### src/rtl/dmem_arbiter_if.sv
// Requester and data-memory signal bundle for dmem_arbiter; slave = arbiter side, master = requesters plus memory.
interface dmem_arbiter_if #(
   parameter int ADDR_W = 32,
   parameter int DATA_W = 32
);
   logic              p0_req;
   logic              p0_we;
   logic [ADDR_W-1:0] p0_addr;
   logic [DATA_W-1:0] p0_wdata;
   logic [3:0]        p0_sign_mask;
   logic              p0_gnt;
   logic              p0_done;
   logic [DATA_W-1:0] p0_rdata;
   logic              p0_err;

   logic              p1_req;
   logic              p1_we;
   logic [ADDR_W-1:0] p1_addr;
   logic [DATA_W-1:0] p1_wdata;
   logic [3:0]        p1_sign_mask;
   logic              p1_gnt;
   logic              p1_done;
   logic [DATA_W-1:0] p1_rdata;
   logic              p1_err;

   logic [ADDR_W-1:0] mem_addr;
   logic [DATA_W-1:0] mem_write_data;
   logic              mem_memread;
   logic              mem_memwrite;
   logic [3:0]        mem_sign_mask;
   logic [DATA_W-1:0] mem_read_data;
   logic              mem_clk_stall;

   modport slave (
      input  p0_req, p0_we, p0_addr, p0_wdata, p0_sign_mask,
      input  p1_req, p1_we, p1_addr, p1_wdata, p1_sign_mask,
      input  mem_read_data, mem_clk_stall,
      output p0_gnt, p0_done, p0_rdata, p0_err,
      output p1_gnt, p1_done, p1_rdata, p1_err,
      output mem_addr, mem_write_data, mem_memread, mem_memwrite, mem_sign_mask
   );

   modport master (
      output p0_req, p0_we, p0_addr, p0_wdata, p0_sign_mask,
      output p1_req, p1_we, p1_addr, p1_wdata, p1_sign_mask,
      output mem_read_data, mem_clk_stall,
      input  p0_gnt, p0_done, p0_rdata, p0_err,
      input  p1_gnt, p1_done, p1_rdata, p1_err,
      input  mem_addr, mem_write_data, mem_memread, mem_memwrite, mem_sign_mask
   );
endinterface

### src/rtl/dmem_arbiter.sv
// Round-robin share of one data-memory port: gnt+strobe 1 cycle after req, done 3 cycles after gnt; losers hold req.
// Optional bounded WAIT (done with err on stall timeout) enabled by defining DMEM_ARB_TIMEOUT_EN.
module dmem_arbiter #(
   parameter int ADDR_W         = 32,
   parameter int DATA_W         = 32,
   parameter int TIMEOUT_CYCLES = 16
) (
   input logic           clk,
   input logic           rst_n,
   dmem_arbiter_if.slave bus
);
   typedef enum logic [1:0] {S_IDLE, S_ISSUE, S_WAIT} state_t;

   // The first WAIT cycle never completes, so a shorter bound could not be honoured.
   if (TIMEOUT_CYCLES < 2) begin : g_bad_timeout
      $error("TIMEOUT_CYCLES must be at least 2");
   end

   state_t            r_state;
   logic              r_last;
   logic              r_win;
   logic              r_we;
   logic              r_first;
   logic [ADDR_W-1:0] r_mem_addr;
   logic [DATA_W-1:0] r_mem_wdata;
   logic [3:0]        r_mem_mask;
   logic              r_mem_rd;
   logic              r_mem_wr;
   logic              r_p0_gnt, r_p1_gnt;
   logic              r_p0_done, r_p1_done;
   logic              r_p0_err, r_p1_err;
   logic [DATA_W-1:0] r_p0_rdata, r_p1_rdata;

   logic w_any, w_pick1, w_we_sel, w_timeout, w_err, w_finish;

   assign w_any    = bus.p0_req | bus.p1_req;
   assign w_pick1  = bus.p1_req & (~bus.p0_req | ~r_last);
   assign w_we_sel = w_pick1 ? bus.p1_we : bus.p0_we;

`ifdef DMEM_ARB_TIMEOUT_EN
   localparam int CNT_W = $clog2(TIMEOUT_CYCLES + 1);
   logic [CNT_W-1:0] r_wait_cnt;

   always_ff @(posedge clk or negedge rst_n) begin
      if (!rst_n)                 r_wait_cnt <= '0;
      else if (r_state == S_ISSUE) r_wait_cnt <= '0;
      else if (r_state == S_WAIT)  r_wait_cnt <= r_wait_cnt + CNT_W'(1);
   end

   assign w_timeout = (r_state == S_WAIT) && (r_wait_cnt == CNT_W'(TIMEOUT_CYCLES - 1));
`else
   assign w_timeout = 1'b0;
`endif

   assign w_err    = w_timeout & bus.mem_clk_stall;
   assign w_finish = (~r_first & ~bus.mem_clk_stall) | w_err;

   always_ff @(posedge clk or negedge rst_n) begin
      if (!rst_n) begin
         r_state     <= S_IDLE;
         r_last      <= 1'b1;
         r_win       <= 1'b0;
         r_we        <= 1'b0;
         r_first     <= 1'b0;
         r_mem_addr  <= '0;
         r_mem_wdata <= '0;
         r_mem_mask  <= '0;
         r_mem_rd    <= 1'b0;
         r_mem_wr    <= 1'b0;
         r_p0_gnt    <= 1'b0;
         r_p1_gnt    <= 1'b0;
         r_p0_done   <= 1'b0;
         r_p1_done   <= 1'b0;
         r_p0_err    <= 1'b0;
         r_p1_err    <= 1'b0;
         r_p0_rdata  <= '0;
         r_p1_rdata  <= '0;
      end else begin
         r_mem_rd   <= 1'b0;
         r_mem_wr   <= 1'b0;
         r_p0_gnt   <= 1'b0;
         r_p1_gnt   <= 1'b0;
         r_p0_done  <= 1'b0;
         r_p1_done  <= 1'b0;
         r_p0_err   <= 1'b0;
         r_p1_err   <= 1'b0;
         r_p0_rdata <= '0;
         r_p1_rdata <= '0;
         case (r_state)
            S_IDLE: begin
               if (w_any) begin
                  r_win       <= w_pick1;
                  r_last      <= w_pick1;
                  r_we        <= w_we_sel;
                  r_mem_addr  <= w_pick1 ? bus.p1_addr      : bus.p0_addr;
                  r_mem_wdata <= w_pick1 ? bus.p1_wdata     : bus.p0_wdata;
                  r_mem_mask  <= w_pick1 ? bus.p1_sign_mask : bus.p0_sign_mask;
                  r_p0_gnt    <= ~w_pick1;
                  r_p1_gnt    <= w_pick1;
                  r_mem_rd    <= ~w_we_sel;
                  r_mem_wr    <= w_we_sel;
                  r_state     <= S_ISSUE;
               end
            end
            S_ISSUE: begin
               r_first <= 1'b1;
               r_state <= S_WAIT;
            end
            S_WAIT: begin
               r_first <= 1'b0;
               if (w_finish) begin
                  r_p0_done <= ~r_win;
                  r_p1_done <= r_win;
                  r_p0_err  <= ~r_win & w_err;
                  r_p1_err  <= r_win & w_err;
                  if (!r_win) r_p0_rdata <= (r_we | w_err) ? '0 : bus.mem_read_data;
                  else        r_p1_rdata <= (r_we | w_err) ? '0 : bus.mem_read_data;
                  r_state   <= S_IDLE;
               end
            end
            default: r_state <= S_IDLE;
         endcase
      end
   end

   assign bus.p0_gnt         = r_p0_gnt;
   assign bus.p1_gnt         = r_p1_gnt;
   assign bus.p0_done        = r_p0_done;
   assign bus.p1_done        = r_p1_done;
   assign bus.p0_err         = r_p0_err;
   assign bus.p1_err         = r_p1_err;
   assign bus.p0_rdata       = r_p0_rdata;
   assign bus.p1_rdata       = r_p1_rdata;
   assign bus.mem_addr       = r_mem_addr;
   assign bus.mem_write_data = r_mem_wdata;
   assign bus.mem_sign_mask  = r_mem_mask;
   assign bus.mem_memread    = r_mem_rd;
   assign bus.mem_memwrite   = r_mem_wr;
endmodule

### src/flat_wrapper.sv
// flat-port wrapper written by rule: the top's interface ports become plain ports
module dmem_arbiter_flat 
#(
   parameter int ADDR_W         = 32,
   parameter int DATA_W         = 32,
   parameter int TIMEOUT_CYCLES = 16
)
  (clk, rst_n, bus_p0_req, bus_p0_we, bus_p0_addr, bus_p0_wdata, bus_p0_sign_mask, bus_p1_req, bus_p1_we, bus_p1_addr, bus_p1_wdata, bus_p1_sign_mask, bus_mem_read_data, bus_mem_clk_stall, bus_p0_gnt, bus_p0_done, bus_p0_rdata, bus_p0_err, bus_p1_gnt, bus_p1_done, bus_p1_rdata, bus_p1_err, bus_mem_addr, bus_mem_write_data, bus_mem_memread, bus_mem_memwrite, bus_mem_sign_mask);
  dmem_arbiter_if #(.ADDR_W(ADDR_W), .DATA_W(DATA_W)) bus_i ();
  input logic clk;
  input logic rst_n;
  input wire logic [$bits(bus_i.p0_req)-1:0] bus_p0_req;
  input wire logic [$bits(bus_i.p0_we)-1:0] bus_p0_we;
  input wire logic [$bits(bus_i.p0_addr)-1:0] bus_p0_addr;
  input wire logic [$bits(bus_i.p0_wdata)-1:0] bus_p0_wdata;
  input wire logic [$bits(bus_i.p0_sign_mask)-1:0] bus_p0_sign_mask;
  input wire logic [$bits(bus_i.p1_req)-1:0] bus_p1_req;
  input wire logic [$bits(bus_i.p1_we)-1:0] bus_p1_we;
  input wire logic [$bits(bus_i.p1_addr)-1:0] bus_p1_addr;
  input wire logic [$bits(bus_i.p1_wdata)-1:0] bus_p1_wdata;
  input wire logic [$bits(bus_i.p1_sign_mask)-1:0] bus_p1_sign_mask;
  input wire logic [$bits(bus_i.mem_read_data)-1:0] bus_mem_read_data;
  input wire logic [$bits(bus_i.mem_clk_stall)-1:0] bus_mem_clk_stall;
  output wire logic [$bits(bus_i.p0_gnt)-1:0] bus_p0_gnt;
  output wire logic [$bits(bus_i.p0_done)-1:0] bus_p0_done;
  output wire logic [$bits(bus_i.p0_rdata)-1:0] bus_p0_rdata;
  output wire logic [$bits(bus_i.p0_err)-1:0] bus_p0_err;
  output wire logic [$bits(bus_i.p1_gnt)-1:0] bus_p1_gnt;
  output wire logic [$bits(bus_i.p1_done)-1:0] bus_p1_done;
  output wire logic [$bits(bus_i.p1_rdata)-1:0] bus_p1_rdata;
  output wire logic [$bits(bus_i.p1_err)-1:0] bus_p1_err;
  output wire logic [$bits(bus_i.mem_addr)-1:0] bus_mem_addr;
  output wire logic [$bits(bus_i.mem_write_data)-1:0] bus_mem_write_data;
  output wire logic [$bits(bus_i.mem_memread)-1:0] bus_mem_memread;
  output wire logic [$bits(bus_i.mem_memwrite)-1:0] bus_mem_memwrite;
  output wire logic [$bits(bus_i.mem_sign_mask)-1:0] bus_mem_sign_mask;
  assign bus_i.p0_req = bus_p0_req;
  assign bus_i.p0_we = bus_p0_we;
  assign bus_i.p0_addr = bus_p0_addr;
  assign bus_i.p0_wdata = bus_p0_wdata;
  assign bus_i.p0_sign_mask = bus_p0_sign_mask;
  assign bus_i.p1_req = bus_p1_req;
  assign bus_i.p1_we = bus_p1_we;
  assign bus_i.p1_addr = bus_p1_addr;
  assign bus_i.p1_wdata = bus_p1_wdata;
  assign bus_i.p1_sign_mask = bus_p1_sign_mask;
  assign bus_i.mem_read_data = bus_mem_read_data;
  assign bus_i.mem_clk_stall = bus_mem_clk_stall;
  assign bus_p0_gnt = bus_i.p0_gnt;
  assign bus_p0_done = bus_i.p0_done;
  assign bus_p0_rdata = bus_i.p0_rdata;
  assign bus_p0_err = bus_i.p0_err;
  assign bus_p1_gnt = bus_i.p1_gnt;
  assign bus_p1_done = bus_i.p1_done;
  assign bus_p1_rdata = bus_i.p1_rdata;
  assign bus_p1_err = bus_i.p1_err;
  assign bus_mem_addr = bus_i.mem_addr;
  assign bus_mem_write_data = bus_i.mem_write_data;
  assign bus_mem_memread = bus_i.mem_memread;
  assign bus_mem_memwrite = bus_i.mem_memwrite;
  assign bus_mem_sign_mask = bus_i.mem_sign_mask;
  dmem_arbiter #(.ADDR_W(ADDR_W), .DATA_W(DATA_W), .TIMEOUT_CYCLES(TIMEOUT_CYCLES)) u_core (.clk(clk), .rst_n(rst_n), .bus(bus_i));
endmodule
### config.mk
export PLATFORM = sky130hd
export DESIGN_NAME = dmem_arbiter_flat
export DESIGN_NICKNAME = d
export VERILOG_FILES = /design/src/rtl/dmem_arbiter_if.sv /design/src/rtl/dmem_arbiter.sv /design/src/flat_wrapper.sv
export SDC_FILE = /design/constraint.sdc
export NUM_CORES = 1
export LEC_CHECK = 0
export ABC_AREA = 1
export CORE_UTILIZATION = 39
export CTS_CLUSTER_DIAMETER = 150
export DETAILED_ROUTE_END_ITERATION = 10
export GPL_TIMING_DRIVEN = 0
export PLACE_DENSITY = 0.91
export SYNTH_ARGS = -nofsm -noshare
export SYNTH_HDL_FRONTEND = slang
export SYNTH_SLANG_ARGS = --single-unit
export TNS_END_PERCENT = 1
### constraint.sdc
create_clock -name clk -period 1.95 [get_ports clk]
set_clock_uncertainty 0.05 [all_clocks]
set_input_delay 0.39 -clock clk [delete_from_list [all_inputs] [get_ports clk]]
set_output_delay 0.39 -clock clk [all_outputs]
set_load 0.02 [all_outputs]
**Word level (Yosys, flattened, before mapping)**

Cells that the tools add are included.

- Register bits: 144
- Bits of input ports: 175
- Output and inout bits: 140
- Logic and storage cells: 62

- Equality and inequality tests: 4
- Multiplexer cells: 27
- Bitwise logic cells: 11
- Reductions and logical operators: 4

Operators by type and width:

| operator | count |
|---|---|
| 32-bit two-way mux | 9 |
| 1-bit two-way mux | 13 |
| 1-bit inverter | 7 |
| 2-bit case mux with 3 select lines | 1 |
| 2-bit two-way mux | 2 |
| 4-bit two-way mux | 1 |
| 2-bit by 1-bit != test with 1-bit output, second input constant | 2 |
| 2-bit AND reduction | 2 |
| 1-bit bitwise AND | 2 |
| 2-bit by 1-bit == test with 1-bit output, second input constant | 1 |
| 2-bit == test, second input constant | 1 |
| 2-bit logical NOT | 1 |
| 1-bit OR | 2 |
| 1-bit case mux with 2 select lines | 1 |
| 2-bit nonzero test | 1 |

**Depth between registers and ports, before layout**

- Depth after elaboration: 7
- Gate-level depth with buffers: 8
- Gate-level depth less buffers: 6

**Worst setup path before layout**

OpenSTA, ideal clock, no wires.

- Kind: register to register
- From: reg u_core.r_state[0]
- To: reg u_core.r_mem_wdata[23] (netlist: u_core.bus.mem_write_data[23])
- Library setup time: 69 ps
- Data arrival time: 1331 ps
- Required time: 1831 ps
- Path slack: 500 ps
- Cell stages (with the launch flop): 8
- Path buffers: 3
- Clock period less this slack: 1450 ps
- Cell sequence: dfrtp_1 -> inv_1 -> ha_1 -> buf_2 -> buf_4 -> clkbuf_1 -> nand4_1 -> nand3_1

- Cells in the longest elaborated chain, start to end: 2

RTL lines:

| what | line | RTL |
|---|---|---|
| start: declaration | dmem_arbiter.sv:19 | `state_t r_state;` |
| start signal: assignment | dmem_arbiter.sv:60 | `r_state <= S_IDLE;` |
| start signal: assignment | dmem_arbiter.sv:102 | `r_state <= S_ISSUE;` |
| start signal: assignment | dmem_arbiter.sv:107 | `r_state <= S_WAIT;` |
| 2-bit logical NOT | dmem_arbiter.sv:89 | `case (r_state)` |
| 2-bit AND reduction (no line) | n/a |  |
| end signal: assignment | dmem_arbiter.sv:96 | `r_mem_wdata <= w_pick1 ? bus.p1_wdata : bus.p0_wdata;` |
| end: declaration | dmem_arbiter.sv:25 | `logic [DATA_W-1:0] r_mem_wdata;` |

No other way between the ends.
A chain may end at the register's enable or synchronous reset.

**Worst setup path after layout**

- From: reg u_core.r_mem_addr[4] (netlist: u_core.bus.mem_addr[4])
- To: out bus_mem_addr[4]

RTL lines:

| what | line | RTL |
|---|---|---|
| start: declaration | dmem_arbiter.sv:24 | `logic [ADDR_W-1:0] r_mem_addr;` |
| start signal: assignment | dmem_arbiter.sv:95 | `r_mem_addr <= w_pick1 ? bus.p1_addr : bus.p0_addr;` |
| end: declaration | flat_wrapper.sv:32 | `output wire logic [$bits(bus_i.mem_addr)-1:0] bus_mem_addr;` |

No word-level cell between the ends.

==> summary.txt <==
Status
  – Status: finished, final reports clean

Detailed routing
  – Vias post-DR: 5954
  – Detailed-route DRC error count: 0
  – WL final: 21100 um
  – Initial DRC count: roughly 430
  – Pre-antenna DRT Iters: 5
  – Antenna Nets Post-Route: 0
  – Drt wl/cell: about 18 um
  – Vias/cell: 5.20

Layout
  – Total area of sequential cells: 3600 um^2
  – Ant diodes: 0
  – Share of cells above drive strength 1: 6.97%
  – Leading cell type in the layout, fill and taps excluded: clkdlybuf4s50_1
  – Area Overhead vs Synth: 68.3%
  – Nets: 1126
  – Fill count: ~1100
  – Area of the multi-input gates: 1920 um^2
  – Non-Filler Instances: 1145
  – Most frequent cells in the layout: clkdlybuf4s50_1 (310), dfrtp_1 (143), nand3_1 (138)

STA
  – RSZ-0062 raised after global routing: false
  – WHS: ~0.43 ns
  – Final hold viol count: 0
  – Fmax: 0.536 GHz
  – Setup TNS: 0 ns
  – Final setup viols: 0
  – Slew Limit Fails: 0
  – Final Cycle Share: a little over nine tenths
  – Tmin final: 1.86 ns
  – Rel. slew slack: a little under three fifths
  – Least-Margin Pin Slew: 0.655 ns

Global route
  – Total track usage: a little over a quarter
  – Vias in the first global route: around 5800
  – GR Overflow Total: 0
  – Initial antenna violation count: 0
  – Pin count of the biggest net entering global routing: 91
  – First-pass GRT wire length: a little over 30000 um

Floorplan
  – Cell row count: 44
  – Vert. Die Dim: 124 um
  – Core Region: between 10000 and 15000 um^2
  – Die W: 124 um
  – Die area: 15400 um^2
  – Initial core utilization: 40.0%
  – I/O pins: about 320

Clocking
  – Clock latency on the worst-skew pair: just over 0.4 ns
  – H-Tree Level Count: 4
  – CTS Buffer Depth: 2
  – Clk slew on worst S/H paths: ~0.060 ns
  – CTS buffer count: 17
  – Root buffer cell: clkbuf_16
  – Clk sinks: 144
  – Clock tree from TritonCTS: built
  – Postcts setup bufs: 0

Critical path
  – Worst path top cell family by delay: buffers and inverters
  – Critical-path top delay cell: clkdlybuf4s50_1
  – Peak fanout along the critical path: 2
  – Crit. End Element: output pin
  – Worst EP arrival: 1.42 ns
  – Crit-path max cell delay: between 0.6 and 0.7 ns
  – CP Cell Sequence: clkdlybuf4s50_1
  – CP bufs+invs: 1
  – Req. time, crit path: 1.51 ns
  – Crit Path Class: reg2out
  – Critical Path Start Type: register

Run
  – Max-cap viol count: 0

Pwr
  – Lkg Pwr: 4.40 nW
  – Total power divided by cell area: 1370 nW/um^2
  – Max VDD drop: 0.846 mV

Placed design
  – Placed insts: 1112
  – Hpwl dp: 15900 um
  – I/O Buffers: between 300 and 400
  – Placer congestion estimate: 0.855

Logic synthesis
  – Post-Syn Instances: 615
  – Fraction of registers with async set/reset: 100%
  – Synth unique cells: 20
  – Post-Syn Area: 5810 um^2
  – Number of synthesized flops with an enable pin: 0
  – Register bit total from synthesis: 144
  – Top FF cell, synth: dfrtp_1
  – Syn avg cell area: 9.45 um^2
  – Seq/Total Area, Yosys: between 60 and 70%
  – YS warnings: 0

Worst hold path
  – Hold Path Class: in2async
==> metrics by stage <==
| stage | setup slack, ns | instance area, um^2 | total power [mW] | utilization (%) |
|---|---|---|---|---|
| CTS | 0.0355 | 9780 | 13.4 | 67.3 |
| finish | 0.0860 | 9780 | 13.4 | 67.3 |
| global placement | -5.24 | 9160 | 10.0 | 63.0 |
| detailed placement | -0.150 | 9190 | 10.2 | 63.2 |
| global route | 0.0356 | 9780 | 14.1 | 67.3 |
| floorplan | 0.500 | 5810 | 7.32 | - |
==> routing by layer <==
metal,part of all wire (%),up-vias,GRT usage [%]
met5,0,-,0
met3,7.5,32,6.59
met2,51,277,46.0
met4,1.8,0,9.23
li1,-,2750,-
met1,39,2895,34.1
==> kinds of logic (layout without fill, tap and decap cells) <==
kind of cell    Yosys count  in the layout  share of synthesized area, %
buf+inv                  67            412                          5.04
flops                   144            144                          62.0
fa+ha+maj                 3              3                         0.646
compound gates            6              6                         0.581
simple gates            394            394                          31.6
other cells               1              2                        0.0645
==> worst paths after layout <==
check                                              startpoint                                        to  slack, ns  cells past startpoint
hold reg to reg                     u_core.r_last$_DFFE_PN1P_                 u_core.r_last$_DFFE_PN1P_       0.44                      2
min in group clk                    u_core.r_last$_DFFE_PN1P_                 u_core.r_last$_DFFE_PN1P_       0.44                      2
hold / removal                                          rst_n          u_core.bus.p0_rdata[6]$_DFF_PN0_       0.43                      2
max in group asynchronous                               rst_n                 u_core.r_last$_DFFE_PN1P_       0.58                      3
setup reg to reg                u_core.r_state[0]$_DFFE_PN0P_  u_core.bus.mem_write_data[3]$_DFFE_PN0P_       0.21                      8
setup / recovery           u_core.bus.mem_addr[4]$_DFFE_PN0P_                           bus_mem_addr[4]       0.09                      1
==> state kept, by name (all words and copies together), names as in the netlist <==
signal                     flops
u_core.bus.mem_addr           32
u_core.bus.mem_memread         1
u_core.bus.mem_memwrite        1
u_core.bus.mem_sign_mask       4
u_core.bus.mem_write_data     32
u_core.bus.p0_done             1
u_core.bus.p0_gnt              1
u_core.bus.p0_rdata           32
u_core.bus.p1_done             1
u_core.bus.p1_gnt              1
u_core.bus.p1_rdata           32
u_core.r_first                 1
u_core.r_last                  1
u_core.r_state                 2
u_core.r_we                    1
u_core.r_win                   1
==> timing repair <==
action / 4_1_cts / 5_1_grt
endpoints found under the setup margin: 0 / 17
hold buffers: 1 / 0
hold endpoints to repair: 54 / 0
resized for setup: 0 / 4
==> report_power, final <==
group	internal, mW	total, mW	switching [mW]
Clock	1.85	3.19	1.34
Sequential	3.81	4.28	0.466
Combinational	2.45	5.90	3.44
==> cell type report <==
type | count | share of cell area (%)
Tap cell | 184 | 2.35
Inverter | 12 | 0.461
Timing Repair Buffer | 313 | 32.2
Multi-Input combinational cell | 405 | 19.6
Clock buffer | 19 | 4.63
Buffer | 55 | 2.56
Clock inverter | 13 | 1.32
Sequential cell | 144 | 36.9
==> cells in the mapped netlist, types with 2 or more instances <==
cell type	number	area, um^2
a21oi_1	3	15.0
buf_1	2	7.51
buf_2	24	120
buf_4	3	22.5
clkbuf_1	26	97.6
dfrtp_1	143	3580
ha_1	3	37.5
inv_1	12	45.0
nand2_1	117	439
nand3_1	138	691
nand3b_1	3	22.5
nand4_1	66	413
nor2_1	68	255
Note: power is estimated with default switching activity, not from simulation.
